`src/rtl/speech_if.sv`:
```
// speech_if: phrase-address handshake between the sequencer and the speech player.
interface speech_if #(
    parameter int ADDR_W = 16
);
    logic              addr_valid;
    logic              addr_ready;
    logic              phrase_done;
    logic [ADDR_W-1:0] address;
    modport master (output addr_valid, output address, input addr_ready, input phrase_done);
    modport slave  (input addr_valid, input address, output addr_ready, output phrase_done);
endinterface

```
`src/rtl/speech_sequencer.sv`:
```
// speech_sequencer: encodes emotion/action/stage into an aligned phrase address and schedules it
// to the speech player with cooldown, a one-deep pending request and context-change auto-trigger.
module speech_sequencer #(
    parameter int EMO_W           = 8,
    parameter int SPECIAL_W       = 3,
    parameter int STAGE_W         = 2,
    parameter int VARIANT_BITS    = 1,
    parameter int ALIGN_BITS      = 5,
    parameter int ADDR_W          = 16,
    parameter int COOLDOWN_CYCLES = 4,
    parameter bit AUTO_TRIGGER    = 1'b1
) (
    input  logic                 clk,
    input  logic                 rst,
    input  logic [EMO_W-1:0]     emotional_state_i,
    input  logic [SPECIAL_W-1:0] special_action_i,
    input  logic [STAGE_W-1:0]   development_stage_i,
    input  logic                 speak_req_i,
    input  logic                 mute_i,
    speech_if.master             player,
    output logic                 busy_o
);
    localparam int EI    = EMO_W > 1 ? $clog2(EMO_W) : 1;
    localparam int AC    = $clog2(SPECIAL_W + 1);
    localparam int CTX_W = STAGE_W + AC + EI;
    localparam int CW    = COOLDOWN_CYCLES > 1 ? $clog2(COOLDOWN_CYCLES) : 1;

    typedef enum logic [1:0] {IDLE, ISSUE, WAIT_DONE, COOLDOWN} state_e;

    state_e                  state_q, state_d;
    logic [EI-1:0]           emo_idx;
    logic [AC-1:0]           act_code;
    logic [CTX_W-1:0]        ctx, last_ctx_q, last_ctx_d;
    logic [VARIANT_BITS-1:0] variant_q, variant_d;
    logic [CW-1:0]           cnt_q, cnt_d;
    logic [ADDR_W-1:0]       addr_q, addr_d;
    logic                    pending_q, pending_d;
    logic                    valid_q, valid_d;
    logic                    trigger;

    // Scanning from the top down leaves the lowest set bit as the winner.
    always_comb begin
        emo_idx  = '0;
        act_code = '0;
        for (int i = EMO_W - 1; i >= 0; i--)
            if (emotional_state_i[i]) emo_idx = EI'(i);
        for (int i = SPECIAL_W - 1; i >= 0; i--)
            if (special_action_i[i]) act_code = AC'(i + 1);
    end

    assign ctx     = {development_stage_i, act_code, emo_idx};
    assign trigger = !mute_i && (speak_req_i || pending_q || (AUTO_TRIGGER && ctx != last_ctx_q));

    always_comb begin
        state_d    = state_q;
        last_ctx_d = last_ctx_q;
        variant_d  = variant_q;
        cnt_d      = cnt_q;
        addr_d     = addr_q;
        valid_d    = valid_q;
        pending_d  = pending_q | speak_req_i;
        unique case (state_q)
            IDLE: if (trigger) begin
                state_d    = ISSUE;
                valid_d    = 1'b1;
                pending_d  = 1'b0;
                last_ctx_d = ctx;
                addr_d     = ADDR_W'({ctx, variant_q}) << ALIGN_BITS;
            end
            ISSUE: if (player.addr_ready) begin
                state_d   = WAIT_DONE;
                valid_d   = 1'b0;
                variant_d = variant_q + 1'b1;
            end
            WAIT_DONE: if (player.phrase_done) begin
                state_d = COOLDOWN_CYCLES == 0 ? IDLE : COOLDOWN;
                cnt_d   = CW'(COOLDOWN_CYCLES - 1);
            end
            COOLDOWN: begin
                cnt_d   = cnt_q - 1'b1;
                state_d = cnt_q == '0 ? IDLE : COOLDOWN;
            end
            default: state_d = IDLE;
        endcase
    end

    always_ff @(posedge clk) begin
        if (rst) begin
            state_q    <= IDLE;
            last_ctx_q <= '0;
            variant_q  <= '0;
            cnt_q      <= '0;
            addr_q     <= '0;
            valid_q    <= 1'b0;
            pending_q  <= 1'b0;
        end else begin
            state_q    <= state_d;
            last_ctx_q <= last_ctx_d;
            variant_q  <= variant_d;
            cnt_q      <= cnt_d;
            addr_q     <= addr_d;
            valid_q    <= valid_d;
            pending_q  <= pending_d;
        end
    end

    assign player.addr_valid = valid_q;
    assign player.address    = addr_q;
    assign busy_o            = state_q != IDLE;
endmodule

```
`src/flat_wrapper.sv`:
```
// flat-port wrapper written by rule: the top's interface ports become plain ports
module speech_sequencer_flat 
#(
    parameter int EMO_W           = 8,
    parameter int SPECIAL_W       = 3,
    parameter int STAGE_W         = 2,
    parameter int VARIANT_BITS    = 1,
    parameter int ALIGN_BITS      = 5,
    parameter int ADDR_W          = 16,
    parameter int COOLDOWN_CYCLES = 4,
    parameter bit AUTO_TRIGGER    = 1'b1
)
  (clk, rst, emotional_state_i, special_action_i, development_stage_i, speak_req_i, mute_i, busy_o, player_addr_valid, player_address, player_addr_ready, player_phrase_done);
  speech_if #(.ADDR_W(ADDR_W)) player_i ();
  input  logic clk;
  input  logic rst;
  input  logic [EMO_W-1:0] emotional_state_i;
  input  logic [SPECIAL_W-1:0] special_action_i;
  input  logic [STAGE_W-1:0] development_stage_i;
  input  logic speak_req_i;
  input  logic mute_i;
  output logic busy_o;
  output wire logic [$bits(player_i.addr_valid)-1:0] player_addr_valid;
  output wire logic [$bits(player_i.address)-1:0] player_address;
  input wire logic [$bits(player_i.addr_ready)-1:0] player_addr_ready;
  input wire logic [$bits(player_i.phrase_done)-1:0] player_phrase_done;
  assign player_addr_valid = player_i.addr_valid;
  assign player_address = player_i.address;
  assign player_i.addr_ready = player_addr_ready;
  assign player_i.phrase_done = player_phrase_done;
  speech_sequencer #(.EMO_W(EMO_W), .SPECIAL_W(SPECIAL_W), .STAGE_W(STAGE_W), .VARIANT_BITS(VARIANT_BITS), .ALIGN_BITS(ALIGN_BITS), .ADDR_W(ADDR_W), .COOLDOWN_CYCLES(COOLDOWN_CYCLES), .AUTO_TRIGGER(AUTO_TRIGGER)) u_core (.clk(clk), .rst(rst), .emotional_state_i(emotional_state_i), .special_action_i(special_action_i), .development_stage_i(development_stage_i), .speak_req_i(speak_req_i), .mute_i(mute_i), .player(player_i), .busy_o(busy_o));
endmodule
```
`config.mk`:
```
export PLATFORM = sky130hd
export DESIGN_NAME = speech_sequencer_flat
export DESIGN_NICKNAME = d
export VERILOG_FILES = /design/src/rtl/speech_if.sv /design/src/rtl/speech_sequencer.sv /design/src/flat_wrapper.sv
export SDC_FILE = /design/constraint.sdc
export NUM_CORES = 1
export LEC_CHECK = 0
export ABC_AREA = 1
export ABC_CLOCK_PERIOD_IN_PS = 1300
export CAP_MARGIN = 20
export CELL_PAD_IN_SITES_DETAIL_PLACEMENT = 1
export CELL_PAD_IN_SITES_GLOBAL_PLACEMENT = 1
export CORE_MARGIN = 1
export CORE_UTILIZATION = 27
export CTS_CLUSTER_SIZE = 25
export DETAILED_ROUTE_END_ITERATION = 8
export PLACE_DENSITY = 0.78
export SYNTH_ARGS = -nofsm -noshare
export SYNTH_HDL_FRONTEND = slang
export SYNTH_SLANG_ARGS = --single-unit
```
`constraint.sdc`:
```
create_clock -name clk -period 1.3 [get_ports clk]
set_input_delay 0.195 -clock clk [delete_from_list [all_inputs] [get_ports clk]]
set_output_delay 0.195 -clock clk [all_outputs]
set_load 0.1 [all_outputs]
```
==> summary.md <==
| Metric | Value |
|---|---|
| Failing checks | `negative setup slack` |
| Compound-Gate Fraction of Synth Area | `between 10% and 20%` |
| Multi-input gate area | `approximately 660 um2` |
| Share of layout cells above drive strength 1 | `51.47%` |
| Worst setup margin | `-0.1550 ns` |
| Dpl hpwl | `about 2400 um` |
| Seq/Total Area, Yosys | `between 20% and 30%` |
| Largest family of logic cells by synthesized area | `simple AND/OR/NAND/NOR gates` |
| Clock latency on the worst-skew pair | `approximately 0.25 ns` |
| Int Pwr | `1.625 mW` |
| Via count | `1111` |
| Cells along the critical path | `inv_2 > nand2_2 > nand2_2 > nor3_2 > nand3_2 > nor2_4 > nand2_4 > buf_6 > nand3_2 > nand2_1 > a21oi_1` |
| Slew Limit Fails | `0` |
| Port Buffers | `28` |
| CP endpoint kind | `flop` |
| Pre-CTS setup slack | `-0.5734 ns` |
| Sequential power share | `between 20% and 30%` |
| Final GP Congestion | `approximately 0.76` |
| Type of the tightest min-delay check | `input pin to flop` |
| Sw Share | `49.81%` |
| Clock group share of total power | `between 10% and 20%` |
| Gate Count Post-Synth | `approximately 150` |
| H-tree depth | `1` |
| Pre-antenna DRT Iters | `2` |
| Root Buffer | `clkbuf_8` |
| Tot GR Track Use | `16.66%` |
| Fillers | `441` |
| Final setup vio count | `12` |
| Drt wl/cell | `around 13 um` |
| Critical path class | `flop to flop` |
| Placed cell count | `239` |
| Total of max-cap violations | `0` |
| Worst reg2reg path startpoint | `u_core.last_ctx_q[5]` |
| Fmax | `687.3 MHz` |
| DRC viols | `0` |
| Nets@finish | `225` |
| Period utilization | `111.9%` |
| Final ANT Viol Nets | `0` |
| Critical path startpoint category | `flop` |
| CTS tree | `done` |
| Die height | `between 60 and 70 um` |
| Area Growth Syn to Fin | `75.43%` |
| Vias in the first global route | `roughly 1200` |
| Primary FF master, synth | `dfxtp_1` |
| Setup crit start | `u_core.last_ctx_q[5]` |
| Vias per cell | `approximately 4.4` |
| Final Hold Viols | `0` |
| RR Endpoint | `u_core.last_ctx_q[1]` |
| Synth area leader | `dfxtp_1` |
| Top post-synthesis cells by area | `dfxtp_1 30%, nand2_1 10%, inv_1 7.4%, nand3_1 6.4%, nand2_2 6.2%` |
| Post-synth cell types | `27` |
| Share of the synthesized area in the top cell type | `29.63%` |
| Maximum fanout along the worst path | `3` |
| Largest net degree at the start of global routing | `14` |
| Leakage power | `around 0.8 nW` |
| Req. time, crit path | `approximately 1.5 ns` |
| Worst setup path end | `u_core.last_ctx_q[1]` |
| 1st-iter DRT viols | `12` |
| Post-synthesis xor/xnor area fraction | `about 1.7%` |
| FP Rows | `21` |
| Pwr Total | `3.238 mW` |
| # clock sinks | `15` |
| Most common cell in the netlist | `nand2_1` |
| Simple-gate area share of the yosys netlist | `38.27%` |
| Async S/R FF share, synth | `0%` |
| Die Area | `roughly 0.0040 mm2` |
| IO Pins | `37` |
| P per Cell Area | `roughly 1800 mW/mm2` |
| Outcome | `complete, but fails checks` |
| Post-layout minimum cycle time | `~1.5 ns` |
| Worst-path clk slew | `0.07 ns` |
| Initial antenna violation count | `0` |
| Combinational Power Share | `roughly 65%` |
| Synth cell count leaders | `28 x nand2_1, 20 x inv_1, 15 x dfxtp_1, 13 x nand3_1, 10 x nand2_2` |
| Starting Density | `about 29%` |
| Post-synthesis adder-cell area fraction | `roughly 1.2%` |
| Slowest cell delay on critical path | `around 0.35 ns` |
| YS warnings | `0` |
| Layout Skew | `roughly 0.0021 ns` |
| Slowest-stage cell, CP | `dfxtp_4` |
| Core ar. | `between 0.003 and 0.004 mm2` |
| Reg2Reg Setup Slack | `-0.16 ns` |
| Diodes inserted | `0` |
| Total grt overflow | `0` |
| NetSw | `roughly 1.6 mW` |
| Syn Area/Cell | `roughly 7 um2` |
| Routed WL | `about 3200 um` |
| First-pass GRT wire length | `5209 um` |
| Number of synthesized flops with an enable pin | `0` |
| Chip width | `63.27 um` |
| R2R depth | `11` |
| CTS Buffer Depth | `2` |
| #FFs+latches synth | `15` |
| Data arrival time of the worst path | `about 1.6 ns` |
| TritonCTS buffer count | `3` |
| Max rail drop VDD | `~1100 uV` |
| Cell Area, Synth | `a little over 0.001 mm2` |
| Area occupied by registers | `320.3 um2` |
| Hold Path Stages | `3` |
| RSZ-0062 raised after global routing | `yes` |
| Post-CTS Hold Fix Bufs | `0` |
| Mux contribution to synthesized area | `0%` |
| Post-Layout Cell Count | `between 200 and 300` |
[area by class of cell]
type / instances / area share (%)
Clock buffer: 3 / 2.322
Clock inverter: 1 / 0.2815
Inverter: 23 / 5.067
Multi-Input combinational cell: 104 / 37.37
Sequential cell: 15 / 18.02
Tap cell: 46 / 3.237
Timing Repair Buffer: 58 / 33.71
[cells by family after synthesis]
group,count (synthesis)
AOI/OAI and AO/OA,19
xor gates and xnor gates,2
adders and majority gates,1
buffers and inverters,33
DFF,15
other,1
and+or+nand+nor,74
[power groups by stage]
stage	registers [mW]	logic, mW	clock network, mW
2_1_floorplan	1.15	0.826	0
3_5_place_dp	0.738	1.93	0
4_1_cts	0.737	2.00	0.410
5_1_grt	0.770	2.21	0.423
3_3_place_gp	0.727	1.87	0
6_report	0.750	2.09	0.398
[sequential cells by signal, summed over array words and instances (netlist names)]
signal	flops
u_core.last_ctx_q	6
u_core.cnt_q	2
u_core.player.address	2
u_core.state_q	2
u_core.pending_q	1
u_core.player.addr_valid	1
u_core.variant_q	1
[worst max-delay path: cells and delay by family (launching register included)]
kind	cells	cell delay (ns)
simple gates	8	0.72
buf+inv	2	0.17
compound gates	1	0.14
flops	1	0.35
[how the worst min path moves through the flow]
| stage | from | to | slack, ns |
|---|---|---|---|
| after global routing | development_stage_i[1] | u_core.player.address[12] | 0.41 |
| after floorplan | speak_req_i | u_core.pending_q | 0.32 |
| final | development_stage_i[1] | u_core.player.address[12] | 0.38 |
| after detailed placement | u_core.last_ctx_q[2] | u_core.last_ctx_q[2] | 0.49 |
| after global placement | u_core.last_ctx_q[2] | u_core.last_ctx_q[2] | 0.48 |
| after CTS | development_stage_i[1] | u_core.player.address[12] | 0.38 |
[placed cells by master (no fill, tap or decap), drive strengths merged]
master | Yosys | routed
nand3 | 15 | 15
clkinvlp | 0 | 1
clkdlybuf4s50 | 0 | 4
clkbuf | 1 | 4
nor3 | 2 | 2
a211oi | 1 | 1
nand4 | 2 | 2
conb | 1 | 8
nand2 | 40 | 40
nand3b | 1 | 1
a21oi | 12 | 12
ha | 1 | 1
buf | 9 | 40
nor2 | 14 | 14
dfxtp | 15 | 15
xor2 | 2 | 2
dlygate4sd2 | 0 | 13
inv | 23 | 22
a31oi | 1 | 1
o21ai | 5 | 5
clkinv | 0 | 1
[repair_timing]
| item | 4_1_cts | 5_1_grt |
|---|---|---|
| gates resized for setup | 29 | 17 |
| pin swaps | 14 | 8 |
| endpoints found under the setup margin | 12 | 13 |
| endpoints found under the hold margin | 0 | 0 |
| setup buffers | 4 | 3 |
[layer usage]
layer | part of all wire (%) | vias up | track usage [%]
met3 | 3.5 | 7 | 2.174
met4 | 1.9 | 0 | 5.966
met5 | 0 | - | 0
li1 | - | 557 | -
met2 | 57 | 27 | 33.74
met1 | 38 | 520 | 16.94
[stage by stage]
step | TNS [ns] | area (um2) | hold WS [ns] | utilization (%)
3_3_place_gp | -4.920 | 1595 | 0.4764 | 46.00
5_1_grt | -2.027 | 1778 | 0.4076 | 51.26
4_1_cts | -1.175 | 1722 | 0.3824 | 49.64
6_report | -1.000 | 1778 | 0.3837 | 51.26
2_1_floorplan | -4.991 | 1069 | 0.3213 | -
3_5_place_dp | -5.891 | 1595 | 0.4926 | 46.00
(Power assumes the default switching activity.)
